<file path="config.mk">
export PLATFORM = sky130hd
export DESIGN_NAME = regfile_sb
export DESIGN_NICKNAME = d
export VERILOG_FILES = /design/src/rtl/regfile_sb.sv
export SDC_FILE = /design/constraint.sdc
export NUM_CORES = 2
export LEC_CHECK = 0
export BUFFER_PORTS_ARGS = -buffer_cell sky130_fd_sc_hd__clkbuf_2
export CAP_MARGIN = 10
export CORE_MARGIN = 2
export CORE_UTILIZATION = 45
export DETAILED_ROUTE_END_ITERATION = 6
export SYNTH_ARGS = -nofsm -noshare
export SYNTH_HDL_FRONTEND = slang
export SYNTH_SLANG_ARGS = --single-unit
export TNS_END_PERCENT = 5
</file>
<file path="constraint.sdc">
create_clock -name clk -period 10 [get_ports clk]
set_clock_uncertainty 0.2 [all_clocks]
set_input_delay 1 -clock clk [delete_from_list [all_inputs] [get_ports clk]]
set_output_delay 1 -clock clk [all_outputs]
set_load 0.05 [all_outputs]
</file>
<file path="src/rtl/regfile_sb.sv">
// Parametrised multi-read, single-write integer register file with x0 hardwired to zero,
// optional write-to-read bypass and a per-register pending-write scoreboard.
module regfile_sb #(
   parameter int XLEN   = 32,
   parameter int NREGS  = 32,
   parameter int NRD    = 2,
   parameter int BYPASS = 1,
   parameter int AW     = $clog2(NREGS)
) (
   input  logic                 clk,
   input  logic                 rst_n,
   input  logic [NRD*AW-1:0]    ra,
   output logic [NRD*XLEN-1:0]  rd,
   output logic [NRD-1:0]       rd_busy,
   input  logic                 we,
   input  logic [AW-1:0]        wa,
   input  logic [XLEN-1:0]      wd,
   input  logic                 iss_en,
   input  logic [AW-1:0]        iss_addr,
   output logic [NREGS-1:0]     busy_vec
);

   logic [XLEN-1:0]  x_reg [NREGS];
   logic [NREGS-1:0] busy_reg;
   logic [NREGS-1:0] busy_next;

   always_ff @(posedge clk) begin
      if (!rst_n) begin
         for (int r = 0; r < NREGS; r++) begin
            x_reg[r] <= '0;
         end
         busy_reg <= '0;
      end else begin
         if (we && (wa != '0)) begin
            x_reg[wa] <= wd;
         end
         busy_reg <= busy_next;
      end
   end

   // A new issue to the same register outranks the retiring write's clear.
   assign busy_next[0] = 1'b0;
   genvar gi;
   generate
      for (gi = 1; gi < NREGS; gi++) begin : g_busy
         assign busy_next[gi] = (iss_en && (iss_addr == AW'(gi))) ? 1'b1 :
                                (we && (wa == AW'(gi)))           ? 1'b0 :
                                busy_reg[gi];
      end
   endgenerate

   assign busy_vec = busy_reg;

   generate
      for (gi = 0; gi < NRD; gi++) begin : g_rd
         logic [AW-1:0] addr;
         logic          hit;
         logic          set;
         assign addr = ra[gi*AW +: AW];
         assign hit  = (BYPASS != 0) && we && (wa == addr) && (wa != '0);
         assign set  = iss_en && (iss_addr == addr);
         assign rd[gi*XLEN +: XLEN] = (addr == '0) ? '0 :
                                      hit          ? wd :
                                      x_reg[addr];
         // Busy is hidden only when the bypassed data is the final value.
         assign rd_busy[gi] = busy_reg[addr] && !(hit && !set);
      end
   endgenerate

endmodule

</file>
==> results summary <==
The run finished with clean final reports. The die footprint came out at 130900 µm². The quantity of gates resized following cts is 0. Synthesis produced 4264 cells. The peak ir drop on the vdd network is 152.0 µV. Global routing used 32.70% of the available tracks. The height of the die came out at 361.8 µm. The first-pass GRT wire length came out at 301.5 mm.

The pre-antenna-repair detailed-routing pass consisted of 6 iterations. The maximum level of the CTS H-tree came out at 3. The sequential fraction of the synthesis area is 54.45%. The worst setup path is captured at an output pin. The number of distinct library cells after synthesis is 47. The row count came out at 131. For this block, the initial DRC count from the detailed router was 6213. The worst setup path is launched from an input port. The part of the cycle the worst path needs is 59.83%. The number of global-route vias before repair is 39.16k. Static timing analysis puts the maximum clock frequency at 0.1672 GHz. The type of the most critical hold path is register to register.

The core footprint came out at 127400 µm². The starting utilization of the core area is 45.24%. The floorplan step set the die width to 361.8 µm. Counting I/O delays and the setup requirement, the final critical path takes 5.983 ns. The number of post-CTS setup repair buffers came out at 0.

The most critical setup path has its endpoint at rd[40]. Measured against its own limit, the worst slew margin works out to 5.064%. Setup repair after global routing left no endpoint under its margin.

TritonCTS built the clock tree. The standard cell area after detailed placement came out at 60180 µm². The register-to-register path setup slack came out at 9.01 ns. The startpoint of the most critical setup path is ra[9]. Input and output buffers added on the ports amount to 152.

The number of max-slew violations in the final report is 0. The post-layout instance area came out at 63740 µm². The worst register-to-register path ends at busy_vec[24]. In this run the worst path has a maximum fanout of 84. The worst path required time came out at 8.80 ns. The count of yosys warnings during synthesis came out at 0. The initial antenna violation count is 21. At the pin with the least slew margin, the transition time is 1.409 ns. Detailed placement ended at an HPWL of 114.2 mm.

The number of flip-flops in the largest register is 1024. The via density per instance came out at 6.660. The wire length reported by the detailed router came out at 215.4 mm. The clock latency on the worst-skew pair came out at 0.70 ns. The average size of a mapped cell is 13.51 µm². The clock transition at the registers of the reported paths is 0.06 ns. The number of endpoints failing setup at the final stage is 0. The reg-to-reg critical path startpoint is busy_vec[24]. The layout overhead on the synthesized area is 10.64%. The leakage power figure came out at 0.02244 µW. Clock tree synthesis inserted a total of 115 buffers. In the final routed layout, each cell accounts on average for 35.98 µm. The I/O pin total is 154. Routability-driven placement finished with a final weighted congestion of 0.8378. The root buffer cell chosen for the clock tree is sky130_fd_sc_hd__clkbuf_16.

The start-to-end type of the worst setup path is input port to output pin. The synthesized design contains 1055 register bits. The total number of clock tree sinks is 1055. For the final routed database, the setup TNS stands at 0 ns. The clock passes through at most 3 buffers.

The number of maximum-capacitance violations is 0. The depth of the most critical reg-to-reg path came out at 2. The remaining antenna violation count is 0. The via count came out at 39.88k. After detailed routing, the number of remaining DRC violations is 0. The pin count of the biggest net entering global routing is 125. After global routing the overflow that remains totals 0. The critical path arrival came out at 4.78 ns. The layout net count is 4280. The post-cts hold buffer count is 0. The final number of hold-violating endpoints came to 0. The post-route netlist has 22.25% of its cells at a drive strength greater than 1. The power per cell area is 170.6 nW/µm². The cell area after technology mapping came out at 57610 µm².
-- worst max-delay path, cell delays in order --
cell,delay [ns]
sky130_fd_sc_hd__buf_6,0.54
sky130_fd_sc_hd__buf_12,0.61
sky130_fd_sc_hd__nor3b_2,0.11
sky130_fd_sc_hd__buf_4,0.27
sky130_fd_sc_hd__a22oi_1,0.23
sky130_fd_sc_hd__nand2_1,0.08
sky130_fd_sc_hd__o21ai_0,1.10
sky130_fd_sc_hd__a21oi_1,0.14
sky130_fd_sc_hd__nor3_1,0.28
sky130_fd_sc_hd__clkbuf_2,0.32
-- cell type report --
cell class / instances / area, µm²
Sequential cell: 1055 / 31370
Clock buffer: 150 / 3052
Fill cell: 10750 / 63610
Inverter: 4 / 16.27
Clock inverter: 62 / 495.5
Multi-Input combinational cell: 2789 / 24990
Timing Repair Buffer: 259 / 1724
Antenna cell: 7 / 17.52
Tap cell: 1662 / 2079
-- power by group --
part / internal, µW / switching, µW
Clock: 2340 / 1800
Combinational: 512 / 1000
Sequential: 5090 / 127
Total: 7940 / 2930
-- per-layer routing --
| layer | track usage (%) | vias up | routed length (µm) | share of wire, % |
|---|---|---|---|---|
| met2 | 49.87 | 2795 | 96050 | 45 |
| met5 | 0 | - | 86 | 0.040 |
| met4 | 12.64 | 12 | 9461 | 4.4 |
| met1 | 44.87 | 20540 | 83040 | 39 |
| met3 | 8.608 | 542 | 26800 | 12 |
| li1 | - | 15990 | - | - |
-- per-stage QoR --
step	instances	setup slack (ns)	utilization [%]	total power [µW]	hold WS [ns]
floorplan	4296	4.727	-	6241	0.5262
finish	5988	4.017	50.05	10870	0.3179
CTS	5981	4.110	50.04	10860	0.3122
global placement	5769	4.069	47.25	6776	0.3000
detailed placement	5769	4.111	47.25	6791	0.3043
global route	5984	3.929	50.04	11130	0.3387
-- how the worst min path moves through the flow --
stage	depth (start not counted)	startpoint	slack, ns	end
after floorplan	2	busy_vec[3]	0.53	busy_vec[3]
after global placement	2	busy_vec[29]	0.30	busy_vec[29]
after detailed placement	2	busy_vec[7]	0.30	busy_vec[7]
after CTS	2	busy_vec[7]	0.31	busy_vec[7]
after global routing	2	busy_vec[29]	0.34	busy_vec[29]
final	2	busy_vec[21]	0.32	busy_vec[21]
-- kinds of logic after synthesis --
| kind of cell | share of synthesized area [%] |
|---|---|
| and+or+nand+nor | 14.06 |
| DFF | 54.45 |
| muxes | 22.18 |
| AOI/OAI and AO/OA | 5.460 |
| buffers and inverters | 3.536 |
| xor gates and xnor gates | 0.3040 |
| other | 0.006509 |
-- Yosys cell counts (all sizes together) --
cell / count / area (µm²)
and3: 2 / 12.51
mux4: 360 / 8108
and2: 964 / 6031
nand2: 89 / 334.1
edfxtp: 1024 / 30750
o21ai: 156 / 780.8
nand2b: 8 / 50.05
dfxtp: 31 / 620.6
mux2: 102 / 1149
xnor2: 9 / 78.83
nand3: 45 / 225.2
o2111ai: 2 / 17.52
o22a: 3 / 26.28
a2111oi: 1 / 8.760
nand4: 1 / 6.260
o211ai: 31 / 232.7
conb: 1 / 3.750
nor3b: 3 / 22.52
o22ai: 65 / 406.6
and3b: 1 / 8.760
o41ai: 1 / 27.53
nor2b: 13 / 81.33
or2: 2 / 15.02
nor3: 107 / 535.5
mux2i: 352 / 3523
xor2: 11 / 96.34
a311oi: 1 / 8.760
a21oi: 97 / 485.5
o221ai: 1 / 8.760
clkbuf: 303 / 1137
or3: 6 / 37.54
inv: 4 / 15.01
nand3b: 1 / 7.510
o21a: 1 / 7.510
a211oi: 8 / 60.06
nor4: 5 / 37.53
or4: 2 / 15.01
nor2: 169 / 683.2
a22oi: 100 / 750.7
buf: 145 / 884.6
a221oi: 37 / 324.1
-- cells in the final DEF (no fill, tap or decap), drive strengths merged, types with 2 or more instances in the layout --
| cell | n |
|---|---|
| a211oi | 8 |
| a21oi | 97 |
| a221oi | 37 |
| a22oi | 100 |
| and2 | 964 |
| and3 | 2 |
| buf | 116 |
| bufinv | 8 |
| clkbuf | 293 |
| clkinv | 51 |
| clkinvlp | 2 |
| conb | 33 |
| dfxtp | 31 |
| diode | 7 |
| edfxtp | 1024 |
| inv | 5 |
| mux2 | 102 |
| mux2i | 352 |
| mux4 | 360 |
| nand2 | 89 |
| nand2b | 8 |
| nand3 | 45 |
| nor2 | 169 |
| nor2b | 13 |
| nor3 | 107 |
| nor3b | 3 |
| nor4 | 5 |
| o2111ai | 2 |
| o211ai | 31 |
| o21ai | 156 |
| o22a | 3 |
| o22ai | 65 |
| or2 | 2 |
| or3 | 6 |
| or4 | 2 |
| xnor2 | 9 |
| xor2 | 11 |
Power figures use the tool's default switching activity.
